### config.mk
export PLATFORM = sky130hd
export DESIGN_NAME = prog_loader
export DESIGN_NICKNAME = d
export VERILOG_FILES = /design/src/rtl/prog_loader.sv
export SDC_FILE = /design/constraint.sdc
export NUM_CORES = 1
export LEC_CHECK = 0
export BUFFER_PORTS_ARGS = -buffer_cell sky130_fd_sc_hd__buf_2
export CORE_UTILIZATION = 55
export DETAILED_ROUTE_END_ITERATION = 8
export PLACE_DENSITY_LB_ADDON = 0.2
export SLEW_MARGIN = 25
export SYNTH_ARGS = -nofsm -noshare
export SYNTH_HDL_FRONTEND = slang
export SYNTH_SLANG_ARGS = --single-unit
export TNS_END_PERCENT = 5
### constraint.sdc
create_clock -name clk_i -period 2.9 [get_ports clk_i]
set_input_delay 0.87 -clock clk_i [delete_from_list [all_inputs] [get_ports clk_i]]
set_output_delay 0.87 -clock clk_i [all_outputs]
set_load 0.02 [all_outputs]
### src/rtl/prog_loader.sv
// Boot-time program loader: turns a length-prefixed byte stream into big-endian instruction words.
// Optional trailing XOR checksum byte is enabled with `define PROG_LOADER_CHECKSUM_EN.
module prog_loader #(
  parameter int unsigned ADDR_W    = 8,
  parameter logic [31:0] BASE_ADDR = 32'h0000_0000
) (
  input  logic        clk_i,
  input  logic        rst_ni,
  input  logic        start_i,
  input  logic [7:0]  in_data_i,
  input  logic        in_valid_i,
  output logic        in_ready_o,
  output logic        mem_we_o,
  output logic [31:0] mem_addr_o,
  output logic [31:0] mem_wdata_o,
  output logic        core_run_o,
  output logic        busy_o,
  output logic        done_o,
  output logic        error_o,
  output logic [15:0] words_loaded_o
);

  localparam logic [31:0] Capacity = 32'(1) << ADDR_W;

`ifdef PROG_LOADER_CHECKSUM_EN
  typedef enum logic [2:0] {StIdle, StLenHi, StLenLo, StData, StChk, StDone, StError} state_e;
`else
  typedef enum logic [2:0] {StIdle, StLenHi, StLenLo, StData, StDone, StError} state_e;
`endif

  state_e      state_q, state_d;
  logic [15:0] len_q, len_d;
  logic [15:0] cnt_q, cnt_d;
  logic [1:0]  idx_q, idx_d;
  logic [23:0] word_q, word_d;
  logic        we_q, we_d;
  logic [31:0] addr_q, addr_d;
  logic [31:0] wdata_q, wdata_d;
`ifdef PROG_LOADER_CHECKSUM_EN
  logic [7:0]  csum_q, csum_d;
`endif

  logic        accept;
  logic [15:0] len_full;
  state_e      st_after_data;

`ifdef PROG_LOADER_CHECKSUM_EN
  assign st_after_data = StChk;
  assign in_ready_o    = (state_q == StLenHi) || (state_q == StLenLo) ||
                         (state_q == StData)  || (state_q == StChk);
`else
  assign st_after_data = StDone;
  assign in_ready_o    = (state_q == StLenHi) || (state_q == StLenLo) || (state_q == StData);
`endif

  assign accept   = in_valid_i && in_ready_o;
  assign len_full = {len_q[15:8], in_data_i};

  always_comb begin
    state_d = state_q;
    len_d   = len_q;
    cnt_d   = cnt_q;
    idx_d   = idx_q;
    word_d  = word_q;
    we_d    = 1'b0;
    addr_d  = addr_q;
    wdata_d = wdata_q;
`ifdef PROG_LOADER_CHECKSUM_EN
    csum_d  = csum_q;
    if (accept && state_q != StChk) begin
      csum_d = csum_q ^ in_data_i;
    end
`endif

    unique case (state_q)
      StIdle, StDone, StError: begin
        if (start_i) begin
          state_d = StLenHi;
          cnt_d   = '0;
          idx_d   = '0;
`ifdef PROG_LOADER_CHECKSUM_EN
          csum_d  = '0;
`endif
        end
      end
      StLenHi: begin
        if (accept) begin
          len_d[15:8] = in_data_i;
          state_d     = StLenLo;
        end
      end
      StLenLo: begin
        if (accept) begin
          len_d[7:0] = in_data_i;
          if (32'(len_full) > Capacity) begin
            state_d = StError;
          end else if (len_full == 16'd0) begin
            state_d = st_after_data;
          end else begin
            state_d = StData;
          end
        end
      end
      StData: begin
        if (accept) begin
          word_d = {word_q[15:0], in_data_i};
          idx_d  = idx_q + 2'd1;
          if (idx_q == 2'd3) begin
            // Word is registered here; the write strobe appears the following cycle.
            we_d    = 1'b1;
            addr_d  = BASE_ADDR + {14'd0, cnt_q, 2'b00};
            wdata_d = {word_q, in_data_i};
            cnt_d   = cnt_q + 16'd1;
            if (cnt_q + 16'd1 == len_q) begin
              state_d = st_after_data;
            end
          end
        end
      end
`ifdef PROG_LOADER_CHECKSUM_EN
      StChk: begin
        if (accept) begin
          state_d = (in_data_i == csum_q) ? StDone : StError;
        end
      end
`endif
      default: state_d = StIdle;
    endcase
  end

  always_ff @(posedge clk_i or negedge rst_ni) begin
    if (!rst_ni) begin
      state_q <= StIdle;
      len_q   <= '0;
      cnt_q   <= '0;
      idx_q   <= '0;
      word_q  <= '0;
      we_q    <= 1'b0;
      addr_q  <= '0;
      wdata_q <= '0;
`ifdef PROG_LOADER_CHECKSUM_EN
      csum_q  <= '0;
`endif
    end else begin
      state_q <= state_d;
      len_q   <= len_d;
      cnt_q   <= cnt_d;
      idx_q   <= idx_d;
      word_q  <= word_d;
      we_q    <= we_d;
      addr_q  <= addr_d;
      wdata_q <= wdata_d;
`ifdef PROG_LOADER_CHECKSUM_EN
      csum_q  <= csum_d;
`endif
    end
  end

  assign mem_we_o       = we_q;
  assign mem_addr_o     = addr_q;
  assign mem_wdata_o    = wdata_q;
  assign words_loaded_o = cnt_q;
  assign done_o         = (state_q == StDone);
  assign error_o        = (state_q == StError);
  assign core_run_o     = (state_q == StDone);
  assign busy_o         = in_ready_o;

endmodule

-- After elaboration in Yosys (flattened, before gate mapping)
Index checks and enable logic that the tools add are counted.
- register bits: 110
- input bits: 12
- add/subtract/negate cells: 2
- order comparisons: 1
- equality and inequality tests: 13
- multiplexer cells: 19
- reductions and logical operators: 14
- operator list (operator ; number):
    $mux 16 ; 3
    $pmux 16 s2 ; 1
    $mux 3 ; 8
    $add 16x1->16 const B ; 1
    $eq 16x16->1 ; 1
    $gt 16x9->1 const B ; 1
    $logic_not 16->1 ; 1
    $pmux 3 s4 ; 1
    $ne 2x2->1 const B ; 4
    $eq 3x2->1 const B ; 2
    $eq 3x3->1 const B ; 2
    $reduce_and 2->1 ; 3
    $reduce_and 3->1 ; 2
    $reduce_and 6->1 ; 1
    $mux 2 ; 2
    $ne 2x1->1 const B ; 2
    $pmux 2 s2 ; 1
    $reduce_and 4->1 ; 1
    $eq 3x1->1 const B ; 1
    $logic_not 3->1 ; 1
    $mux 1 ; 3
    $reduce_or 3->1 ; 1
    $add 2x1->2 const B ; 1
    $eq 2x2->1 const B ; 1
    other kinds (3) ; 4

-- Longest topological paths before layout
- depth in word-level cells: 6
- depth in mapped cells: 9
- depth with buffers taken out: 7

-- Least setup slack after synthesis
OpenSTA, ideal clock, no wires.
- path type: flip-flop to output port
- start point: register state_q[1]
- end point: output done_o
- arrival time: 1557 ps
- data required time: 2030 ps
- setup slack: 473 ps
- stages on the path, launching flop included: 5
- path buffers: 3
- path through: dfrtp_1 clkbuf_1 clkbuf_1 nor3b_1 buf_4
- word-level cells in the longest chain between the ends: 1
- ends and longest elaborated chain (element ; line ; source):
    start, declared ; 31 ; state_e state_q, state_d;
    start signal, assigned ; 133 ; state_q <= StIdle;
    start signal, assigned ; 145 ; state_q <= state_d;
    $eq 3x3->1 ; -- ;
    end, declared ; 18 ; output logic done_o,
Every way passes these cells.

-- Worst setup path after layout
- start point: register cnt_q[0] (netlist: words_loaded_o[0])
- end point: register state_q[2]
- word-level cells in the longest chain between the ends: 4
- ends and longest elaborated chain (element ; line ; source):
    start, declared ; 33 ; logic [15:0] cnt_q, cnt_d;
    start signal, assigned ; 147 ; cnt_q <= cnt_d;
    $add 16x1->16 ; 114 ; if (cnt_q + 16'd1 == len_q) begin
    $eq 16x16->1 ; 114 ;
    $ne 2x1->1 (no line) ; -- ;
    $reduce_and 6->1 (no line) ; -- ;
Every way passes these cells.
A chain may end at the register's enable or synchronous reset.

==> flow_summary.toml <==
[run_status]
status = "finished clean"

[floorplanning]
die_y_um = 99.2
coreArea_um2 = 9200
dieArea_um2 = 9840
start_util_pct = 56.5
num_rows = 35
die_x_um = 99.2
pin_count = 98

[place]
place_ws_ns = 0.234
hpwl_um = 8190
place_congestion = 0.837
port_buffers = 81

[global_route]
grt_pass1_wl_um = 19700
grt_overflow = 0
grtUsageMet2_pct = 41.1
grt_use_met1_pct = 37.1
grt_use_met3_pct = 3.58
antenna_found_initial = 0
grt_use_total_pct = 25.8
top_usage_layer = "met2"
grt_pass1_vias = 3831
grt_max_degree = 58

[logic_synthesis]
netlist_area_um2 = 5200
synthFlopType = "dfrtp_1"
yosysSeqAreaShare_pct = 53.0
synthXorXnorAreaFrac_pct = 3.54
synthCells = 529
synth-edff-count = 0
ys_types = 50
synthArstFlopShare_pct = 100
synth_top_family_by_area = "simple AND/OR/NAND/NOR gates"
synth_seq_cells = 110
synth_compound_area_share_pct = 7.61
syn_area_per_cell_um2 = 9.82
yosysWarnings = 0
synth_fa_ha_area_share_pct = 0.482
synth_simple_gate_area_share_pct = 21.1
synth_mux_area_share_pct = 8.86

[setup_path]
worstSetupEndpointType = "register"
worst_setup_path_start_kind = "register"
worstPathMaxFanout = 10
crit_type = "register to register"
cp.required_ns = 3.14
arrival_ns = 2.89

[sta]
maxSlewViolCount = 0
layout_setup_ws_ns = 0.254
period_share_pct = 91.3
fin_crit_ns = 2.65
setup-violations-final = 0
finalHoldViolCount = 0
rsz0062_at_grt = "false"
max_freq_mhz = 378
setup-tns-final_ns = 0
finalClockSkew_ns = 0.0159
worst_pin_slew_ns = 0.599
slew_headroom_pct = 60.1

[clocking]
clock_latency_ns = 0.37
clk_pin_slew_ns = 0.11
postCtsResizedCells = 0
postCtsHoldBufs = 0
cts_made_buffers = 9
clock-sinks = 110
post_cts_buffers = 0
cts_tree = "built"
htreeDepth = 3
cts.path.max_buffers = 2
root_buffer = "clkbuf_8"

[hold_path]
hold_path.class = "input pin to async pin"

[finish]
drive_above_1_share_pct = 26.5
layout_commonest_cell = "nand2_1"
layout_common_cells = "160 x nand2_1, 110 x dfrtp_1, 80 x buf_2"
n_antenna_cell = 0
area_growth_pct = 13.2
nets = 612

[pwr]
comb_power_share_pct = 35.7
totalPowerFinal_mw = 5.65
ir_worst_vdd_mv = 0.612
p_seq_share_pct = 45.5
p_int_mw = 3.47
switching_share_pct = 38.6
power_density_nw_per_um2 = 961
power_frac_clock_pct = 18.8
p_leak_nw = 2.97
power_switching_mw = 2.18

[route]
routedWlPerCell_um = 16.5
dr.pass1.iters = 5
drc = 0
drt-total-wl_um = 11800
ant_nets = 0
drt_iter0_markers = 206
vias = 3979
viasPerCell = 5.57

[flow_run]
maxCapViolCount = 0
## path summary, 6_finish.rpt
check | from | end | slack [ns] | cells after the start
max in group asynchronous | rst_ni | word_q[1] | 1.71 | 2
worst max-delay path | words_loaded_o[0] | state_q[2] | 0.25 | 6
worst min register to register | mem_addr_o[10] | mem_addr_o[10] | 0.48 | 2
worst max register to register | words_loaded_o[0] | state_q[2] | 0.25 | 6
min in group clk_i | mem_addr_o[10] | mem_addr_o[10] | 0.48 | 2
worst min-delay path | rst_ni | mem_wdata_o[29] | 0.47 | 1
## synth_stat cells (2+ instances only)
cell	instances	area, um^2
a21oi_1	12	60.1
nor3_1	10	50.1
nand2b_1	4	25.0
nand3_1	9	45.0
ha_1	2	25.0
dfrtp_1	110	2750
o22ai_1	2	12.5
nor4_1	5	31.3
buf_4	18	135
and2_1	2	12.5
clkbuf_1	18	67.6
a21o_1	2	15.0
nand4_1	6	37.5
nor3b_1	3	22.5
xnor2_1	15	131
o21ai_1	2	10.0
buf_2	9	45.0
inv_1	3	11.3
xor2_1	6	52.6
nor2_1	19	71.3
and4_1	4	35.0
nand2_1	160	601
mux2_2	40	450
a21boi_0	2	15.0
buf_1	5	18.8
and3_1	2	12.5
nor4_4	2	42.5
o41ai_1	3	26.3
a31oi_1	3	18.8
o21ai_0	21	105
a221oi_1	2	17.5
nor2b_1	4	25.0
o31ai_1	7	52.6
## layout make-up
type | count | area (um^2)
inverters | 3 | 11.3
fillers | 749 | 3310
well taps | 111 | 139
flip-flops and latches | 110 | 2750
multi-input cells | 381 | 2230
clock buffers | 9 | 124
repair buffers | 93 | 510
clock inverters | 7 | 115
## through the flow
step	hold WS, ns	utilization, %	instances	cell area [um^2]
finish	0.466	64.0	714	5880
global route	0.486	64.0	714	5880
CTS	0.474	63.9	714	5870
detailed placement	0.457	61.3	698	5640
global placement	0.449	61.3	698	5640
floorplan	0.433	-	544	5250
## registers in the layout (all words and copies together), names as in the netlist
name,flops
word_q,24
state_q,3
mem_addr_o,16
words_loaded_o,16
idx_q,2
mem_wdata_o,32
mem_we_o,1
len_q,16
## routing by layer
metal	part of all wire, %	vias up
met2	48	147
met3	4.8	16
met1	46	1921
li1	-	1895
met4	1.2	0
met5	0	-
## power by group through the flow
| stage | clock network, mW | logic, mW | registers, mW |
|---|---|---|---|
| 4_1_cts | 1.08 | 2.04 | 2.56 |
| 2_1_floorplan | 0 | 1.27 | 2.70 |
| 3_5_place_dp | 0 | 2.03 | 2.59 |
| 3_3_place_gp | 0 | 1.96 | 2.56 |
| 5_1_grt | 1.14 | 2.22 | 2.64 |
| 6_report | 1.06 | 2.02 | 2.57 |
## critical path, stage by stage, from the launching register on
cell and delay, ns:
dfrtp_1 0.51, ha_1 0.31, and3_2 0.35, a31oi_1 0.11, nor4_1 0.41, or4b_1 0.51
o41ai_1 0.32
## cells by family (layout without fill, tap and decap cells)
logic type / after synthesis / in the layout
AND/OR/NAND/NOR: 238 / 238
flip-flops: 110 / 110
AO/OA/AOI/OAI: 63 / 63
buffers and inverters: 53 / 112
multiplexers: 41 / 41
XOR/XNOR: 21 / 21
adder cells (fa/ha/maj): 2 / 2
other: 1 / 16
Power figures use the tool's default switching activity.
